<file path="src/rtl/fetch_unit.sv">
// ---------------------------------------------------------------------------
// fetch_unit
//   Instruction fetch stage feeding the decoder. Holds the fetch PC, issues
//   16-bit word reads to program memory over a req/ack handshake (at most one
//   read outstanding), buffers returned words in a small prefetch FIFO and
//   presents the FIFO head to the decoder with a valid/ready handshake plus the
//   byte address of each word. A redirect from execute flushes the FIFO and
//   restarts fetch at the new address.
//
// Parameters
//   RESET_PC    fetch address after reset (bit0 ignored)
//   BUF_DEPTH   prefetch FIFO entries, 2 or 4
//
// Ports
//   clk          in   1   clock, rising edge
//   rst          in   1   asynchronous reset, active-high
//   mem_req      out  1   program memory read request
//   mem_addr     out  16  byte address of requested word (bit0 always 0)
//   mem_ack      in   1   read complete, mem_rdata valid this cycle
//   mem_rdata    in   16  instruction word from memory
//   instr_out    out  16  FIFO head instruction (16'hF000 nop when empty)
//   instr_pc     out  16  byte address of instr_out
//   instr_valid  out  1   FIFO head valid
//   instr_ready  in   1   decoder consumes the head this cycle
//   redirect     in   1   flush FIFO and fetch from redirect_pc
//   redirect_pc  in   16  new fetch address (bit0 forced 0)
//
// Optional build macro FETCH_PBANK_EN adds a program bank register:
//   pb_load      in   1   flush like redirect and load the bank from pb_in
//   pb_in        in   8   new bank value
//   mem_bank     out  8   bank of the requested word, stable with mem_addr
// Without the macro those ports are absent and the bank is implicitly 0.
// ---------------------------------------------------------------------------
module fetch_unit #(
  parameter logic [15:0] RESET_PC  = 16'h0000,
  parameter int          BUF_DEPTH = 2
) (
  input  logic        clk,
  input  logic        rst,
  output logic        mem_req,
  output logic [15:0] mem_addr,
  input  logic        mem_ack,
  input  logic [15:0] mem_rdata,
  output logic [15:0] instr_out,
  output logic [15:0] instr_pc,
  output logic        instr_valid,
  input  logic        instr_ready,
  input  logic        redirect,
  input  logic [15:0] redirect_pc
`ifdef FETCH_PBANK_EN
  ,
  input  logic        pb_load,
  input  logic [7:0]  pb_in,
  output logic [7:0]  mem_bank
`endif
);

  localparam logic [1:0] ST_IDLE    = 2'd0;
  localparam logic [1:0] ST_REQ     = 2'd1;
  localparam logic [1:0] ST_DISCARD = 2'd2;

  localparam int                CNT_W     = $clog2(BUF_DEPTH + 1);
  localparam logic [CNT_W-1:0]  DEPTH_CNT = CNT_W'(BUF_DEPTH);
  localparam logic [15:0]       NOP_WORD  = 16'hF000;
  localparam logic [15:0]       PC_MASK   = 16'hFFFE;

  // FSM and memory-side registers
  logic [1:0]  r_state;
  logic [1:0]  w_state_nxt;
  logic [15:0] r_fetch_pc;
  logic [15:0] w_fetch_pc_nxt;
  logic        r_mem_req;
  logic        w_mem_req_nxt;
  logic [15:0] r_mem_addr;
  logic        w_issue;
  logic [15:0] w_issue_addr;

  // Prefetch FIFO as a shift register: entry 0 is always the head, so the
  // decoder-facing outputs come straight from registers.
  logic [15:0]          r_data [BUF_DEPTH];
  logic [15:0]          r_pc   [BUF_DEPTH];
  logic [BUF_DEPTH-1:0] r_vld;
  logic [15:0]          w_data_nxt [BUF_DEPTH];
  logic [15:0]          w_pc_nxt   [BUF_DEPTH];
  logic [BUF_DEPTH-1:0] w_vld_nxt;

  // Handshake qualifiers and occupancy bookkeeping
  logic             w_flush;
  logic             w_ack;
  logic             w_pop;
  logic             w_push;
  logic             w_credit;
  logic [CNT_W-1:0] w_cnt;
  logic [CNT_W-1:0] w_cnt_pop;
  logic [CNT_W-1:0] w_cnt_nxt;
  logic [15:0]      w_target_pc;
  logic [15:0]      w_seq_pc;

`ifdef FETCH_PBANK_EN
  logic [7:0] r_bank;
  logic [7:0] r_mem_bank;
  // A bank load restarts fetch exactly like a redirect.
  assign w_flush = redirect | pb_load;
`else
  assign w_flush = redirect;
`endif

  // An ack with no request outstanding is not a completion.
  assign w_ack       = r_mem_req & mem_ack;
  assign w_pop       = r_vld[0] & instr_ready;
  // Only data for a live (non-discarded) request is kept; a flush in the
  // same cycle wins over the push.
  assign w_push      = w_ack & (r_state == ST_REQ) & ~w_flush;
  assign w_target_pc = redirect_pc & PC_MASK;
  assign w_seq_pc    = r_fetch_pc + 16'd2;

  // Count valid entries (valid bits are always a contiguous run from entry 0).
  always_comb begin
    w_cnt = '0;
    for (int i = 0; i < BUF_DEPTH; i++) begin
      w_cnt = w_cnt + CNT_W'(r_vld[i]);
    end
  end

  // Occupancy after this cycle's pop and push decides whether a new request
  // may start, so a same-cycle pop frees a slot for the decision.
  assign w_cnt_pop = w_cnt - CNT_W'(w_pop);
  assign w_cnt_nxt = w_flush ? '0 : (w_cnt_pop + CNT_W'(w_push));
  assign w_credit  = ~w_flush & (w_cnt_nxt < DEPTH_CNT);

  // Fetch FSM: request issue, ack handling and redirect/discard sequencing.
  always_comb begin
    w_state_nxt    = r_state;
    w_fetch_pc_nxt = r_fetch_pc;
    w_mem_req_nxt  = r_mem_req;
    w_issue        = 1'b0;
    w_issue_addr   = r_fetch_pc;
    case (r_state)
      ST_IDLE: begin
        if (w_flush) begin
          w_fetch_pc_nxt = w_target_pc;
        end else if (w_credit) begin
          w_state_nxt   = ST_REQ;
          w_mem_req_nxt = 1'b1;
          w_issue       = 1'b1;
          w_issue_addr  = r_fetch_pc;
        end else begin
          w_state_nxt = ST_IDLE;
        end
      end
      ST_REQ: begin
        if (w_flush) begin
          w_fetch_pc_nxt = w_target_pc;
          if (w_ack) begin
            // Word arrives with the redirect: drop it, refetch next cycle.
            w_state_nxt   = ST_IDLE;
            w_mem_req_nxt = 1'b0;
          end else begin
            // The read cannot be withdrawn; keep it up and drop its data.
            w_state_nxt = ST_DISCARD;
          end
        end else if (w_ack) begin
          w_fetch_pc_nxt = w_seq_pc;
          if (w_credit) begin
            // Back-to-back request keeps mem_req high for full throughput.
            w_issue      = 1'b1;
            w_issue_addr = w_seq_pc;
          end else begin
            w_state_nxt   = ST_IDLE;
            w_mem_req_nxt = 1'b0;
          end
        end else begin
          w_state_nxt = ST_REQ;
        end
      end
      ST_DISCARD: begin
        if (w_flush) begin
          w_fetch_pc_nxt = w_target_pc;
        end else begin
          w_fetch_pc_nxt = r_fetch_pc;
        end
        if (w_ack) begin
          w_state_nxt   = ST_IDLE;
          w_mem_req_nxt = 1'b0;
        end else begin
          w_state_nxt = ST_DISCARD;
        end
      end
      default: begin
        w_state_nxt   = ST_IDLE;
        w_mem_req_nxt = 1'b0;
      end
    endcase
  end

  // Next FIFO contents: flush clears, pop shifts toward the head, push writes
  // the first free slot after the pop.
  always_comb begin
    for (int i = 0; i < BUF_DEPTH; i++) begin
      w_data_nxt[i] = r_data[i];
      w_pc_nxt[i]   = r_pc[i];
    end
    w_vld_nxt = r_vld;
    if (w_flush) begin
      for (int i = 0; i < BUF_DEPTH; i++) begin
        w_data_nxt[i] = NOP_WORD;
        w_pc_nxt[i]   = 16'h0000;
      end
      w_vld_nxt = '0;
    end else begin
      if (w_pop) begin
        for (int i = 0; i < BUF_DEPTH - 1; i++) begin
          w_data_nxt[i] = r_data[i+1];
          w_pc_nxt[i]   = r_pc[i+1];
        end
        w_data_nxt[BUF_DEPTH-1] = NOP_WORD;
        w_pc_nxt[BUF_DEPTH-1]   = 16'h0000;
        w_vld_nxt = {1'b0, r_vld[BUF_DEPTH-1:1]};
      end else begin
        w_vld_nxt = r_vld;
      end
      if (w_push) begin
        for (int i = 0; i < BUF_DEPTH; i++) begin
          if (CNT_W'(i) == w_cnt_pop) begin
            w_data_nxt[i] = mem_rdata;
            w_pc_nxt[i]   = r_mem_addr;
            w_vld_nxt[i]  = 1'b1;
          end else begin
            w_vld_nxt[i] = w_vld_nxt[i];
          end
        end
      end else begin
        w_vld_nxt = w_vld_nxt;
      end
    end
  end

  // FSM, fetch PC and memory request registers.
  always_ff @(posedge clk or posedge rst) begin
    if (rst) begin
      r_state    <= ST_IDLE;
      r_fetch_pc <= RESET_PC & PC_MASK;
      r_mem_req  <= 1'b0;
      r_mem_addr <= 16'h0000;
    end else begin
      r_state    <= w_state_nxt;
      r_fetch_pc <= w_fetch_pc_nxt;
      r_mem_req  <= w_mem_req_nxt;
      if (w_issue) begin
        r_mem_addr <= w_issue_addr;
      end
    end
  end

  // Prefetch FIFO storage.
  always_ff @(posedge clk or posedge rst) begin
    if (rst) begin
      for (int i = 0; i < BUF_DEPTH; i++) begin
        r_data[i] <= NOP_WORD;
        r_pc[i]   <= 16'h0000;
      end
      r_vld <= '0;
    end else begin
      for (int i = 0; i < BUF_DEPTH; i++) begin
        r_data[i] <= w_data_nxt[i];
        r_pc[i]   <= w_pc_nxt[i];
      end
      r_vld <= w_vld_nxt;
    end
  end

`ifdef FETCH_PBANK_EN
  // Bank register; the issued bank is captured together with mem_addr so it
  // stays stable for the life of the request.
  always_ff @(posedge clk or posedge rst) begin
    if (rst) begin
      r_bank     <= 8'h00;
      r_mem_bank <= 8'h00;
    end else begin
      if (pb_load) begin
        r_bank <= pb_in;
      end
      if (w_issue) begin
        r_mem_bank <= r_bank;
      end
    end
  end

  assign mem_bank = r_mem_bank;
`endif

  assign mem_req     = r_mem_req;
  assign mem_addr    = r_mem_addr;
  assign instr_out   = r_data[0];
  assign instr_pc    = r_pc[0];
  assign instr_valid = r_vld[0];

endmodule

</file>
<file path="config.mk">
export PLATFORM = sky130hd
export DESIGN_NAME = fetch_unit
export DESIGN_NICKNAME = d
export VERILOG_FILES = /design/src/rtl/fetch_unit.sv
export SDC_FILE = /design/constraint.sdc
export NUM_CORES = 1
export LEC_CHECK = 0
export CORE_ASPECT_RATIO = 1.2
export CORE_MARGIN = 2
export CORE_UTILIZATION = 55
export DETAILED_ROUTE_END_ITERATION = 6
export DONT_BUFFER_PORTS = 1
export PLACE_DENSITY = 0.73
export SLEW_MARGIN = 10
export SYNTH_ARGS = -nofsm -noshare
export SYNTH_HDL_FRONTEND = slang
export SYNTH_SLANG_ARGS = --single-unit
</file>
<file path="constraint.sdc">
create_clock -name clk -period 3 [get_ports clk]
set_input_delay 0.3 -clock clk [delete_from_list [all_inputs] [get_ports clk]]
set_output_delay 0.3 -clock clk [all_outputs]
set_load 0.05 [all_outputs]
</file>
==> results, run 1 <==
- The weighted congestion at the end of routability-driven global placement is approximately 0.84.
- In this run, synthesis inferred 0 flip-flops with an integrated enable.
- During synthesis, Yosys emitted a total of 0 warnings.
- The worst slew margin relative to its limit is 0.298.
- The power dissipated by switching net loads is 1.83 mW.
- The gate count of the mapped netlist is between 500 and 600.
- The worst register-to-register path has a depth of 6.
- The routed design has 12000 µm of wire.
- Of the total power, the share spent switching nets is 0.405.
- The die covers 10300 µm².
- The total non-filler cell area in the finished layout is 5340 µm².
- The final reports fail on negative hold slack.
- The clock share of power is 0.276.
- The detailed-router iteration count before antenna repair is 5.
- After detailed placement, the design holds a cell count of around 590.
- The highest achievable clock rate is between 300 and 400 MHz.
- The analysis attributes to cell leakage a power of around 2.2 nW.
- The area growth from synthesis to layout is 1.79%.
- Gates resized during post-CTS repair numbered 0.
- Clock-pin slew was measured on the worst setup and hold paths at 0.07 ns.
- After detailed routing, the average wire length per cell comes to 19.8 µm.
- The detailed router's first-iteration violation count is around 250.
- The post-CTS setup repair buffer count is 0.
- The die outline height is 111 µm.
- The share of total power dissipated in combinational logic is 0.189.
- Counting every net in the synthesized netlist gives 571.
- The filler cell count in the final layout is 816.
- The cell accounting for the most synthesized area is dfrtp_1.
- The element type at the critical path end is a flop.
- The final hold violation count is 37.
- The initial utilization of the core area, before any placement, comes to 0.557.
- For the final database, setup skew stands at between 0.008 and 0.009 ns.
- The maximum buffer depth of the clock tree is 2.
- At the pin with the least slew margin, the transition time is approximately 1.1 ns.
- The post-layout minimum cycle time is 2.78 ns.
- The number of I/O pins is 87.
- The root cell of the clock tree is clkbuf_16.
- The H-tree depth is 3.
- In this run the cell area of the synthesized design comes to 5250 µm².
- The final cell utilization of the core is 0.567.
- The leading register cell type out of synthesis is dfrtp_1.
- The standard-cell row count is 39.
- The number of clock sinks is 99.
- During placement, the flow inserted port buffers numbering 0.
- The half-perimeter wire length of the detailed placement result is 7590 µm.
- Dividing the synthesized area by the synthesized cell count gives 9.89 µm².
- The startpoint-to-endpoint class of the critical path is reg2reg.
- The worst setup path is launched from a flop.
- The share of total power dissipated in sequential elements is 0.535.
- The via count of the first global-routing pass is 3845.
- The worst setup slack for register-to-register paths is around 0.22 ns.
- From left edge to right edge, the die measures between 90 and 100 µm.
- Setup violations remaining at the end of the flow were counted as 0.
- The number of remaining DRC errors is 0.
- The total of flip-flops plus latches after synthesis is just under 100.
- The repair_antennas step left the layout with diodes totalling 0.
- Setup repair after global routing left no endpoint under its margin.
- The area inside the core boundary is 9420 µm².
- The number of library cell types mapped by synthesis is 45.
- Dividing the detail-routed via count by the number of cells gives 6.45.
- The hold slack is -0.0377 ns.
- The initial antenna violation count is 0.
- The cell internal power dissipation is between 2 and 3 mW.
- In this run the worst setup path begins at r_vld[0].
- The number of maximum-capacitance constraint violations is 0.
- The post-layout instance count excluding filler cells is 603.
- The first-pass GRT wire length is slightly below 20000 µm.
- Of the post-synthesis cell area, the dominant cell type holds 0.434.
- The tightest min-delay check is of the in2async type.
- The clock tree from TritonCTS is built.
- The count of hold buffers inserted by post-cts repair is 0.
- The largest single stage delay on the critical path is 0.85 ns.
- The origin of the critical flop-to-flop path is r_vld[0].
- Across all layers, the routed design uses between 3000 and 4000 vias.
- Yosys attributes the largest share of cell area to dfrtp_1 (43%), a311oi_2 (6.3%), buf_4 (5.0%).
- The final clock period utilization by the worst path is 0.927.
- The most frequent cell after synthesis is dfrtp_1.
- The setup total negative slack is 0 ns.
- The fraction of layout cells with a size suffix above 1 is 0.152.
- The largest net degree at the start of global routing is 62.
- After synthesis, the most frequently instantiated cells are dfrtp_1 (91), nand2_1 (48), nand3_1 (48).
- The placed instances occupy a cell area of between 5000 and 6000 µm².
- IR analysis of the VDD net gives a maximum drop of 0.415 mV.
- Dividing total power by cell area gives a power density of 846 nW/µm².
- The net count of the finished layout is 515.
- Once detail routing completed, the nets flagged for antenna violations numbered 0.
- Traced cell by cell, the critical path runs through buf_4 -> ha_1 -> nor2b_1 -> nand4_1 -> o21a_1 -> a22o_1.
- The number of buffers created by CTS is 9.
- The required time of the critical path is 3.27 ns.
- The design draws 4.52 mW.
- The maximum net fanout on the critical path is 36.
- The multi-input combinational cells in the finished layout cover a total of between 2000 and 2500 µm².
- The slowest stage of the critical path is the o21a_1 cell.
- The number of slew-limit violations in the final report is 0.
- The proportion of synthesized chip area in sequential cells is 0.474.
- In this run the worst setup path terminates at r_pc[9].
- The end of the worst register-to-register path is r_pc[9].
- The run finished, with violations left.
- After global routing the overflow that remains totals 0.
- The area used by sequential logic in the layout is 2490 µm².
- The arrival time at the worst endpoint is 3.06 ns.
- The clock latency on the worst-skew pair is 0.34 ns.
- The share of synthesized registers carrying an async set or reset is 1.00.
- For this run, the total global-route usage over all layers was measured as 0.238.
==> per-layer routing <==
| metal | vias up | global-route usage | routed length, µm |
|---|---|---|---|
| met5 | - | 0 | 0 |
| met4 | 0 | 0.0686 | 163 |
| met3 | 9 | 0.0707 | 898 |
| met2 | 151 | 0.369 | 5780 |
| met1 | 1932 | 0.325 | 5120 |
| li1 | 1799 | - | - |
==> per-stage QoR <==
stage / hold slack (ns) / setup WS [ns]
finish: -0.0377 / 0.218
global placement: 0.362 / 0.343
floorplan: 0.386 / -0.0658
detailed placement: 0.366 / 0.235
global route: 0.00955 / 0.00120
CTS: 0.00485 / 0.219
==> worst max-delay path: cells and delay by family, from the launching register on <==
kind	cells	cell delay (ns)
flip-flops	1	0.36
adder cells (fa/ha/maj)	1	0.38
buffers and inverters	1	0.44
AO/OA/AOI/OAI	2	1.10
AND/OR/NAND/NOR	2	0.38
==> cell type report <==
type / instances / area share
multi-input combinational: 349 / 0.424
timing repair buffer: 11 / 0.0178
clock buffer: 12 / 0.0461
tap: 123 / 0.0288
clock inverter: 4 / 0.0138
inverter: 5 / 0.00398
sequential: 99 / 0.466
==> power by group through the flow <==
stage	logic (mW)	clock network, mW	registers [mW]
5_1_grt	0.946	1.33	2.46
4_1_cts	0.855	1.27	2.41
6_report	0.853	1.25	2.42
3_3_place_gp	0.820	0	2.43
2_1_floorplan	0.977	0	2.15
3_5_place_dp	0.850	0	2.44
==> cell usage in the layout, fill, tap and decap left out, types with 4 or more instances in the layout <==
cell type,count
dfrtp_1,90
nand2_1,48
nand3_1,48
nor2_1,44
a21oi_1,37
a22o_1,27
a311oi_2,22
o21ai_0,17
and3_1,12
buf_4,10
o22a_1,9
clkbuf_16,9
o221a_2,8
dfstp_2,8
a311oi_1,7
nand4_1,6
nor3_1,6
a211oi_1,6
and2_1,4
a31oi_1,4
o21bai_1,4
nor2b_1,4
inv_1,4
==> registers in the layout (all words and copies together) (netlist names) <==
register    flops
instr_out      16
instr_pc       16
mem_addr       15
mem_req         1
r_data         16
r_fetch_pc     15
r_pc           16
r_state         2
r_vld           2
==> kinds of logic (layout without fill, tap and decap cells) <==
family	Yosys count	in the layout	synth area share
flops	99	99	0.474
mux	3	3	0.00572
xor+xnor	5	5	0.00977
buf+inv	83	32	0.0956
other cells	1	1	0.000714
compound gates	151	151	0.239
simple gates	186	186	0.168
fa+ha+maj	3	3	0.00715
==> how the worst min path moves through the flow <==
stage                   from           end  slack (ns)
floorplan            mem_ack    r_state[1]        0.39
global placement         rst  instr_pc[13]        0.36
detailed placement       rst  instr_out[0]        0.37
CTS                      rst     r_data[0]       0.005
global route        redirect  instr_out[2]        0.01
finish                   rst  instr_pc[10]       -0.04
Note: power is estimated with default switching activity, not from simulation.
==> run 2, diff against run 1 <==
==> constraint.sdc (replaced) <==
create_clock -name clk -period 2.48 [get_ports clk]
set_input_delay 0.248 -clock clk [delete_from_list [all_inputs] [get_ports clk]]
set_output_delay 0.248 -clock clk [all_outputs]
set_load 0.05 [all_outputs]
==> run 2 against run 1 <==
  * The flow now finishes without violations
  * Via count is 0.80% higher
  * Combinational power is 31% higher
  * Die area stayed put
  * Clock power is 12% higher
  * Sequential cell count stayed put
  * Worst hold slack better by 0.064 ns
  * Critical path depth is 3 higher
  * First-iteration DRC count is 1.2% higher
  * Power is 20% higher
  * Final cell count is 1.5% higher
  * Clock skew is 0.0017 ns lower
  * Largest cell class unchanged
==> results, run 2 (synthesis gave the netlist of run 1 again) <==
- The most frequent standard cell in the layout excluding fill and tap cells is dfrtp_1.
- The via count of the first global-routing pass is 3927 (+2.1%).
- The diode insertion count for antenna repair is 0 (unchanged).
- The arrival time at the worst endpoint came to 2.46 ns (-0.60 ns).
- The number of remaining DRC errors is 0 (unchanged).
- The clock-pin slew reported for the worst setup and hold paths after clock tree synthesis is 0.07 ns (about the same).
- The die outline height was 111 µm (unchanged).
- The area used by sequential logic in the layout is 2490 µm² (unchanged).
- The startpoint-to-endpoint class of the critical path is reg2reg.
- The maximum buffer depth of the clock tree came to 2 (unchanged).
- The number of maximum-capacitance constraint violations was 0 (unchanged).
- The flow ran to the end, and the final reports show no timing, DRC or antenna violations.
- The largest net degree at the start of global routing is 59 (-4.8%).
- The element type at the critical path end is a flop.
- In this run the critical register-to-register path is captured at mem_addr[10].
- The required time of the critical path is 2.71 ns (-0.56 ns).
- The detailed-router iteration count before antenna repair was 4 (-1).
- The die area is 10300 µm² (unchanged).
- The number of buffers created by CTS is 9 (unchanged).
- The H-tree depth is 3 (unchanged).
- The origin of the critical flop-to-flop path is r_vld[1].
- The startpoint of the worst hold path is redirect.
- The final count of negative-setup-slack endpoints is 0 (unchanged).
- The routing usage on met3 is 0.0714 (+0.000680).
- The area inside the core boundary is 9420 µm² (unchanged).
- The number of nets still failing antenna checks after routing was 0 (unchanged).
- The final hold violation count was 0 (-100%).
- The count of buffers from port buffering came to 0 (unchanged).
- The maximum net fanout on the critical path came to 22 (-39%).
- The clock latency on the worst-skew pair came to 0.35 ns (about the same).
- TritonCTS built the clock tree.
- From synthesis to final layout, the design area changed by 5.65%.
- The aggregate routed wire length is 11900 µm (-0.85%).
- The first-pass GRT wire length is 19600 µm (-0.49%).
- The routed via count divided by cell count is 6.41 (-0.69%).
- The post-cts sizing count came to 0 (unchanged).
- The total congestion overflow after global routing is 0 (unchanged).
- The highest ir drop seen on vdd is 0.519 mV (+25%).
- The final cell utilization of the core is 0.589 (+0.0215).
- The filler cell count in the final layout is 793 (-2.8%).
- The final net count is 525 (+1.9%).
- The standard-cell row count was 39 (unchanged).
- The depth of the most critical reg-to-reg path is 9 (+3).
- In this run the worst hold path is classified as in2reg.
- The detailed router's first-iteration violation count is 257 (+1.2%).
- The post-layout instance count excluding filler cells is 612 (+1.5%).
- The weighted congestion at the end of routability-driven global placement was 0.815 (-3.6%).
- The worst setup slack for register-to-register paths is 0.25 ns (+0.03 ns).
- The final clock period utilization by the worst path is 0.900 (-0.0270).
- The number of I/O pins is 87 (unchanged).
- The met1 track demand over resource in global routing came to 0.317 (-0.00879).
- The setup skew after layout is 0.00650 ns (-0.00166 ns).
- The effective utilization at floorplan is 0.557 (unchanged).
- The x dimension of the die came to 93.2 µm (unchanged).
- The half-perimeter wire length of the detailed placement result is 7520 µm (-0.92%).
- The initial antenna violation count is 0 (unchanged).
- The area occupied by multi-input gates is 2350 µm² (+3.8%).
- The routed via count was 3922 (+0.80%).
- The post-layout minimum cycle time is 2.23 ns (-0.549 ns).
- The fraction of layout cells with a size suffix above 1 came to 0.192 (+0.0401).
- The highest achievable clock rate is 448 MHz (+25%).
- The cell count after placement is 594 (+1.2%).
- The total routing usage reported by global routing is 0.238 (about the same).
- The number of clock sinks was 99 (unchanged).
- The root cell of the clock tree is clkbuf_16.
- The power density of the placed cells is 982 nW/µm² (+16%).
- Counting instances, the worst hold path has a depth of 1.
- The transition at the pin with the smallest max-transition slack is 0.826 ns (-0.227 ns).
- In this run the most used layer during global routing was met2.
- The path with the worst hold slack has its endpoint at instr_out[12].
- The leakage component of the power is 2.24 nW (+2.8%).
- The met2 usage is 0.369 (unchanged).
- Tracing the worst setup path back leads to its startpoint at r_vld[1].
- Setup repair after global routing left no endpoint under its margin.
- The worst slew margin relative to its limit is 0.448 (+0.150).
- The detail-routed net length per standard cell is 19.4 µm (-2.3%).
- The category of the worst setup path launch point is a flop.
- Leaving out fill and tap cells, the most frequent cells in the layout are dfrtp_1 (90), nand2_1 (47), nand3_1 (47), nor2_1 (44), a21oi_1 (35).
- The number of slew-limit violations in the final report was 0 (unchanged).
-- run 2: cell type report --
type / count / share of cell area
Sequential cell: 99 / 0.449
Multi-Input combinational cell: 349 / 0.424
Timing Repair Buffer: 21 / 0.0429
Clock buffer: 9 / 0.0406
Tap cell: 123 / 0.0277
Clock inverter: 6 / 0.0122
Inverter: 5 / 0.00406
-- run 2: where the power goes --
group          total (mW)  switching [mW]  internal (mW)
logic                1.12           0.619          0.500
registers            2.93            1.03           1.90
clock network        1.40           0.620          0.778
total                5.45            2.27           3.18
-- run 2: worst max path at each step --
stage / slack, ns / endpoint
detailed placement: 0.27 / r_pc[9]
global route: 0.13 / r_data[9]
global placement: 0.28 / mem_addr[9]
finish: 0.25 / mem_addr[10]
floorplan: -0.09 / r_data[0]
CTS: 0.25 / mem_addr[10]
-- run 2: critical path, stage by stage (launching register included) --
cell	delay [ns]
dfrtp_1	0.43
ha_4	0.28
inv_2	0.04
ha_4	0.25
xnor2_2	0.15
xnor2_2	0.23
and2_1	0.23
buf_12	0.18
a21oi_1	0.08
o221a_2	0.25
-- run 2: per-layer routing --
metal | share of wire | wire, µm
met1 | 0.44 | 5230
met2 | 0.48 | 5660
met3 | 0.067 | 799
met4 | 0.015 | 175
met5 | 0 | 0
-- run 2: what timing repair did --
| item | in CTS | in global routing |
|---|---|---|
| setup buffers | 0 | 0 |
| hold buffers | 3 | 0 |
| hold endpoints to repair | 56 | 0 |
-- run 2: metrics by stage --
stage          setup slack, ns  hold WS [ns]  total power [mW]  setup TNS, ns  instance area (µm²)
6_report                 0.247        0.0258              5.45              0                 5550
5_1_grt                  0.126        0.0153              5.71              0                 5550
4_1_cts                  0.253        0.0131              5.47              0                 5550
3_5_place_dp             0.274         0.313              4.05              0                 5210
3_3_place_gp             0.280         0.304              4.01              0                 5210
2_1_floorplan          -0.0865         0.334              3.85          -2.06                 5390
==> run 3, diff against run 2 <==
--- a/config.mk
+++ b/config.mk
@@ -11,7 +11,7 @@
 export DETAILED_ROUTE_END_ITERATION = 6
 export DONT_BUFFER_PORTS = 1
 export PLACE_DENSITY = 0.73
-export SLEW_MARGIN = 10
+export SLEW_MARGIN = 20
 export SYNTH_ARGS = -nofsm -noshare
 export SYNTH_HDL_FRONTEND = slang
 export SYNTH_SLANG_ARGS = --single-unit
==> results of run 3 <==
No change in the layout: final DEF, timing and power equal those of run 2.
